**config.mk**
```make
export PLATFORM = sky130hd
export DESIGN_NAME = eightmux_arbiter
export DESIGN_NICKNAME = d
export VERILOG_FILES = /design/src/rtl/eightmux_arbiter.sv
export SDC_FILE = /design/constraint.sdc
export NUM_CORES = 1
export LEC_CHECK = 0
export BUFFER_PORTS_ARGS = -buffer_cell sky130_fd_sc_hd__clkbuf_2
export CAP_MARGIN = 20
export CORE_ASPECT_RATIO = 1.2
export CORE_MARGIN = 4
export CORE_UTILIZATION = 35
export DETAILED_ROUTE_END_ITERATION = 10
export GPL_TIMING_DRIVEN = 0
export REMOVE_ABC_BUFFERS = 1
export SYNTH_ARGS = -nofsm -noshare
export SYNTH_HDL_FRONTEND = slang
export SYNTH_SLANG_ARGS = --single-unit
```
**constraint.sdc**
```tcl
create_clock -name clk -period 3.98 [get_ports clk]
set_input_delay 0.199 -clock clk [delete_from_list [all_inputs] [get_ports clk]]
set_output_delay 0.199 -clock clk [all_outputs]
set_load 0.02 [all_outputs]
```
**src/rtl/eightmux_arbiter.sv**
```systemverilog
// Round-robin arbiter and select sequencer for the eightmux 8:1 datapath.
// Define ARB_TIMEOUT_EN to enable the HOLD_MAX forced-release timeout and the expired pulse.
module eightmux_arbiter #(
    parameter int unsigned HOLD_MAX = 16
) (
    input  logic       clk,
    input  logic       rst_n,
    input  logic [7:0] req,
    input  logic       done,
    output logic [2:0] select,
    output logic [7:0] gnt,
    output logic       valid,
    output logic       expired
);

    typedef enum logic [1:0] {
        IDLE,
        SWITCH,
        OWN
    } state_t;

    typedef struct packed {
        logic       found;
        logic [2:0] idx;
    } pick_t;

    if (HOLD_MAX < 1 || HOLD_MAX > 255) begin : g_bad_hold_max
        $error("eightmux_arbiter: HOLD_MAX must be in 1..255");
    end

    state_t     state_q;
    logic [2:0] select_q;
    logic [2:0] last_q;
    logic [7:0] gnt_q;
    logic       valid_q;

    // Scan starts one past base and wraps; base itself is checked last (lowest priority).
    function automatic pick_t rr_pick(input logic [7:0] r, input logic [2:0] base);
        pick_t      p;
        logic [2:0] idx;
        // NOTE: every variable gets a value before the loop, so no path leaves it unassigned.
        p   = '0;
        idx = '0;
        for (int k = 1; k <= 8; k++) begin
            idx = base + 3'(k);
            if (r[idx] && !p.found) begin
                p.found = 1'b1;
                p.idx   = idx;
            end
        end
        return p;
    endfunction

    logic       timeout;
    logic       release_own;
    logic [2:0] arb_base;
    pick_t      win;

`ifdef ARB_TIMEOUT_EN
    localparam logic [7:0] HOLD_LAST = 8'(HOLD_MAX - 1);

    logic [7:0] cnt_q;
    logic       expired_q;

    assign timeout = (cnt_q == HOLD_LAST) && |(req & ~gnt_q);
`else
    assign timeout = 1'b0;
`endif

    assign release_own = done || !req[select_q] || timeout;
    // On a release the holder becomes the new "last" in the same edge, so scan from it directly.
    assign arb_base    = (state_q == OWN) ? select_q : last_q;
    assign win         = rr_pick(req, arb_base);

    // NOTE: sequential state uses non-blocking assignments so every register samples pre-edge values.
    always_ff @(posedge clk) begin
        if (!rst_n) begin
            state_q  <= IDLE;
            select_q <= 3'd0;
            last_q   <= 3'd7;
            gnt_q    <= 8'h00;
            valid_q  <= 1'b0;
        end else begin
            case (state_q)
                IDLE: begin
                    if (win.found) begin
                        select_q <= win.idx;
                        gnt_q    <= 8'(1) << win.idx;
                        state_q  <= SWITCH;
                    end
                end
                SWITCH: begin
                    valid_q <= 1'b1;
                    state_q <= OWN;
                end
                OWN: begin
                    if (release_own) begin
                        last_q  <= select_q;
                        valid_q <= 1'b0;
                        if (win.found) begin
                            select_q <= win.idx;
                            gnt_q    <= 8'(1) << win.idx;
                            state_q  <= SWITCH;
                        end else begin
                            gnt_q   <= 8'h00;
                            state_q <= IDLE;
                        end
                    end
                end
                default: begin
                    state_q <= IDLE;
                    gnt_q   <= 8'h00;
                    valid_q <= 1'b0;
                end
            endcase
        end
    end

`ifdef ARB_TIMEOUT_EN
    // Hold counter: cleared on entry to OWN, saturates so a late competitor releases immediately.
    always_ff @(posedge clk) begin
        if (!rst_n) begin
            cnt_q     <= 8'd0;
            expired_q <= 1'b0;
        end else begin
            expired_q <= 1'b0;
            if (state_q == SWITCH) begin
                cnt_q <= 8'd0;
            end else if (state_q == OWN) begin
                if (cnt_q != HOLD_LAST) begin
                    cnt_q <= cnt_q + 8'd1;
                end
                expired_q <= timeout && !done && req[select_q];
            end
        end
    end

    assign expired = expired_q;
`else
    assign expired = 1'b0;
`endif

    assign select = select_q;
    assign gnt    = gnt_q;
    assign valid  = valid_q;

endmodule
```
# Yosys cells after proc, flatten, opt, wreduce, memory -nomap -nowiden
# Index checks and enable logic that the tools add are counted.
[word_totals] out_inout_bits=13 register_bits=17
[classes] add_sub_neg=7 shifts=1 reduce_logical=23 n_lt_le_gt_ge=9 mux=40 bitwise=2 n_eq_ne=4
[op_table] cell="$lt 3x4->1 const B" n=9
[op_table] cell="$mux 4" n=8
[op_table] cell="$bmux 1 s3" n=9
[op_table] cell="$mux 8" n=3
[op_table] cell="$pmux 8 s3" n=1
[op_table] cell="$add 3x3->3 const B" n=4
[op_table] cell="$mux 1" n=11
[op_table] cell="$mux 3" n=3
[op_table] cell="$logic_not 1->1" n=8
[op_table] cell="$reduce_and 2->1" n=4
[op_table] cell="$shl 1x3->8 const A" n=1
[op_table] cell="$logic_and 1x1->1" n=7
[op_table] cell="$add 3x2->3 const B" n=2
[op_table] cell="$pmux 2 s3" n=1
[op_table] cell="$pmux 3 s2" n=1
[op_table] cell="$mux 2" n=2
[op_table] cell="$ne 2x2->1 const B" n=2
[op_table] cell="$add 3x1->3 const B" n=1
[op_table] cell="$pmux 1 s3" n=1
[op_table] cell="$reduce_and 3->1" n=1
[op_table] cell="$eq 2x1->1 const B" n=1
[op_table] cell="$eq 2x2->1 const B" n=1
[op_table] cell="$logic_not 2->1" n=1
[op_table] cell="$not 1->1" n=2
[op_table] cell="other kinds (2)" n=2

# Logic depth before layout (Yosys ltp)
[logic_depth] depth_word=31 mapped_depth=16

# Least setup slack after synthesis
# No wires, ideal clock.
[synth_path] path_kind="register -> register" start="reg select_q[0], in the netlist select[0]" end="reg gnt_q[0], in the netlist gnt[0]" synth_period_minus_slack_ns=3.597 required_time_ns=3.863 t_arrival_ns=3.480 path_stages_with_launch=16 slack_ns=0.383 cell_sequence="dfxtp_1 > buf_6 > and3b_1 > buf_6 > a21oi_4 > inv_4 > buf_6 > buf_6 > ha_1 > clkbuf_1 > mux4_2 > nor4b_4 > o2111a_1 > a31oi_2 > and2_4 > a32o_2"
[synth_between] elab_chain_cells=30 word_cells_on_any_way=58
[synth_lines] item="start: declaration" line_no="32" text="logic [2:0] select_q;"
[synth_lines] item="start signal: assignment" line_no="87" text="select_q <= win.idx;"
[synth_lines] item="start signal: assignment" line_no="101" text="select_q <= win.idx;"
[synth_lines] item="$mux 3" line_no="72" text="assign arb_base = (state_q == OWN) ? select_q : last_q;"
[synth_lines] item="$add 3x1->3" line_no="45" text="idx = base + 3'(k);"
[synth_lines] item="$bmux 1 s3" line_no="46" text="if (r[idx] && !p.found) begin"
[synth_lines] item="$mux 1 (implied by the code)" line_no="46"
[synth_lines] item="$mux 4" line_no="46"
[synth_lines] item="$logic_not 1->1" line_no="46"
[synth_lines] item="$logic_and 1x1->1" line_no="46"
[synth_lines] item="$mux 4" line_no="46"
[synth_lines] item="[14 not listed]"
[synth_lines] item="$mux 4" line_no="46"
[synth_lines] item="$logic_not 1->1" line_no="46"
[synth_lines] item="$logic_and 1x1->1" line_no="46"
[synth_lines] item="$mux 4" line_no="46"
[synth_lines] item="$shl 1x3->8" line_no="88, 102"
[synth_lines] item="$mux 8" line_no="100" text="if (win.found) begin"
[synth_lines] item="$mux 8" line_no="97" text="if (release_own) begin"
[synth_lines] item="$pmux 8 s3" line_no="84" text="case (state_q)"
[synth_lines] item="end signal: assignment" line_no="88" text="gnt_q <= 8'(1) << win.idx;"
[synth_lines] item="end signal: assignment" line_no="102" text="gnt_q <= 8'(1) << win.idx;"
[synth_lines] item="end: declaration" line_no="34" text="logic [7:0] gnt_q;"
# Several ways; a longest one is shown, not always the timed one. The select of a mux whose other input is x is not followed.
# A chain may end at the register's enable or synchronous reset.

# Worst setup path in the final report
# Ends and elaborated chain as after synthesis.

==> impl_metrics.py <==
metrics = {
    "clocking": {
        "insertion_delay_ns": 0.25,
        "clk_pin_slew_worst_paths_ns": 0.07,
        "clock_sinks": 17,
        "clock-root-buffer": "clkbuf_8",
        "cts_buffers": 3,
        "h-tree-depth": 1,
        "tritoncts": "done",
        "ctsHoldBuffers": 0,
        "cts_buffer_depth": 2,
    },
    "cells_and_area": {
        "multi_input_area_sq_um": 1360,
        "fillers": 525,
        "fin_nets": 244,
        "num_antenna_cells": 0,
        "final_common_cell": "clkbuf_2",
        "fin_util_pct": 40.5,
        "final_cells": 291,
        "register_area_sq_um": 340,
        "mostFrequentLayoutCells": "clkbuf_2 (22), dfxtp_1 (17), inv_1 (14), a211oi_1 (14), nor2_1 (14)",
        "drive_above_1_share_pct": 25.1,
        "area_growth_pct": 10.6,
        "finish.instance_area_sq_um": 2010,
    },
    "floorplan": {
        "dieArea_sq_um": 6420,
        "rows": 28,
        "pin_count": 24,
        "start_util_pct": 36.6,
        "die_x_um": 73.8,
        "coreArea_sq_um": 4970,
        "die_y_um": 87.0,
    },
    "outcome": {
        "outcome": "complete, no violations",
    },
    "route": {
        "wl_per_cell_um": 16.4,
        "drc": 0,
        "drt_pass1_iterations": 4,
        "viasPerCell": 6.08,
        "antenna_left": 0,
        "drt_iter0_drc": 72,
        "wl_mm": 4.77,
        "vias": 1769,
    },
    "logic_synthesis": {
        "ys_ff_latch": 17,
        "avgSynthCellArea_sq_um": 8.47,
        "yosysSeqAreaShare_pct": 18.7,
        "ys_warn_count": 0,
        "syn_inst": 215,
        "ys.flop_type": "dfxtp_1",
        "syn_area_sq_um": 1820,
        "synth-edff-count": 0,
        "yosysUniqueCellTypes": 63,
        "synthArstFlopShare_pct": 0,
    },
    "global_route": {
        "grt_antenna_before_repair": 0,
        "grt_start_max_net_pins": 26,
        "grtUsageTotal_pct": 15.4,
        "grt-ovfl-total": 0,
        "grt_pass1_wl_mm": 7.98,
        "grt_pass1_vias": 1646,
    },
    "worst_setup_path": {
        "max_stage_delay_ns": 0.43,
        "cp_max_fo": 25,
        "path_cells": "and3b_1 -> a21oi_4 -> inv_4 -> ha_1 -> xnor2_2 -> mux4_2 -> a21boi_2 -> inv_1 -> o32a_1 -> o22a_1 -> a32o_2",
        "critPathSlowestCell": "dfxtp_1",
        "cp-end-kind": "flip-flop",
        "start_kind": "flip-flop",
        "path_class": "flip-flop to flip-flop",
        "cp.arrival_ns": 3.88,
        "required_ns": 4.13,
    },
    "job": {
        "drv_cap": 0,
    },
    "timing": {
        "fmax_mhz": 268,
        "period_minus_slack_ns": 3.74,
        "worstMarginPinSlew_ns": 0.811,
        "drv_slew": 0,
        "rsz0062_at_grt": "no",
        "timing.hold.ws_ns": 0.179,
        "timing.slew.headroom_pct": 44.5,
        "period_share_pct": 93.9,
        "setup_viol": 0,
        "skew_ns": 0.00586,
        "hold_violations": 0,
    },
    "power": {
        "power_density_nw_per_um2": 689,
        "ir_worst_vdd_uv": 430,
        "power.leakage_nw": 0.799,
    },
    "placement": {
        "place_inst": 285,
        "numPortBuffers": 22,
        "place.gp.congestion": 0.849,
        "placed_cell_area_sq_um": 1930,
        "dp_hpwl_mm": 3.77,
    },
    "hold_path": {
        "hp-class": "input pin to flip-flop",
    },
}
==> area by class of cell <==
type	count	area share (%)
Clock buffer	3	2.05
Clock inverter	1	0.249
Inverter	16	3.11
Multi-Input combinational cell	169	67.4
Sequential cell	17	16.9
Tap cell	60	3.73
Timing Repair Buffer	25	6.59
==> synthesized netlist by cell type (2+ instances only) <==
cell type | number | area, sq um
a2111oi_0 | 8 | 70.1
a211oi_1 | 14 | 105
a21o_1 | 4 | 30.0
a21oi_1 | 13 | 65.1
a31oi_1 | 4 | 25.0
a32o_1 | 4 | 40.0
a32o_2 | 4 | 45.0
and3_1 | 2 | 12.5
buf_2 | 4 | 20.0
buf_6 | 4 | 45.0
clkbuf_1 | 3 | 11.3
dfxtp_1 | 17 | 340
inv_1 | 14 | 52.6
mux2_2 | 6 | 67.6
mux2i_1 | 13 | 130
mux4_2 | 3 | 67.6
nand2_1 | 11 | 41.3
nand2b_1 | 5 | 31.3
nor2_1 | 14 | 52.6
nor3_1 | 4 | 20.0
nor3b_1 | 3 | 22.5
o211ai_1 | 3 | 22.5
o21a_1 | 3 | 22.5
o21ai_0 | 9 | 45.0
o221ai_1 | 3 | 26.3
o22ai_1 | 2 | 12.5
or4_1 | 2 | 15.0
xnor2_1 | 4 | 35.0
==> flip-flops by register name (all words and copies together), names as in the netlist <==
| name | count |
|---|---|
| gnt | 8 |
| last_q | 3 |
| select | 3 |
| state_q | 2 |
| valid | 1 |
==> power breakdown <==
part           leakage [nW]  internal (mW)  switching (mW)
Combinational         0.635          0.406           0.576
Clock                0.0255         0.0694          0.0562
Sequential            0.139          0.216          0.0631
==> critical path: cells and delay by family, from the launching register on <==
family	cells	cell delay, ns
compound gates	5	1.60
flops	1	0.43
mux	1	0.36
simple gates	1	0.35
xor+xnor	1	0.34
fa+ha+maj	1	0.29
buf+inv	2	0.25
==> per-stage QoR <==
| step | setup WS [ns] | setup TNS, ns | power [mW] |
|---|---|---|---|
| CTS | 0.0565 | 0 | 1.37 |
| global placement | -0.643 | -6.70 | 1.22 |
| detailed placement | -0.625 | -6.63 | 1.23 |
| floorplan | 0.172 | 0 | 1.01 |
| finish | 0.244 | 0 | 1.39 |
| global route | 0.00371 | 0 | 1.50 |
==> kinds of logic (layout without fill, tap and decap cells) <==
| group | count (synthesis) | in the layout | synth area share, % |
|---|---|---|---|
| compound gates | 90 | 90 | 38.1 |
| simple gates | 49 | 49 | 15.3 |
| buf+inv | 29 | 45 | 8.25 |
| mux | 23 | 23 | 16.0 |
| flops | 17 | 17 | 18.7 |
| xor+xnor | 5 | 5 | 2.82 |
| fa+ha+maj | 1 | 1 | 0.687 |
| other cells | 1 | 1 | 0.206 |
==> per-layer routing <==
| layer | vias to the layer above | part of all wire [%] | track usage, % | routed length, um |
|---|---|---|---|---|
| met5 | - | 0 | 0 | 0 |
| met4 | 0 | 0.65 | 3.46 | 31 |
| met3 | 4 | 2.5 | 0.808 | 117 |
| met2 | 31 | 51 | 27.9 | 2440 |
| met1 | 852 | 46 | 19.6 | 2180 |
| li1 | 882 | - | - | - |
==> repair_timing <==
item / in CTS / in global routing
endpoints found under the setup margin: 12 / 11
gates resized for setup: 3 / 2
setup buffers: 0 / 2
==> final timing paths <==
path,startpoint,to,slack (ns),cells past startpoint
max reg2reg,select[0],gnt[0],0.24,11
max,select[0],gnt[0],0.24,11
min reg2reg,gnt[3],gnt[3],0.47,1
min,rst_n,last_q[1],0.18,2
(Power assumes the default switching activity.)
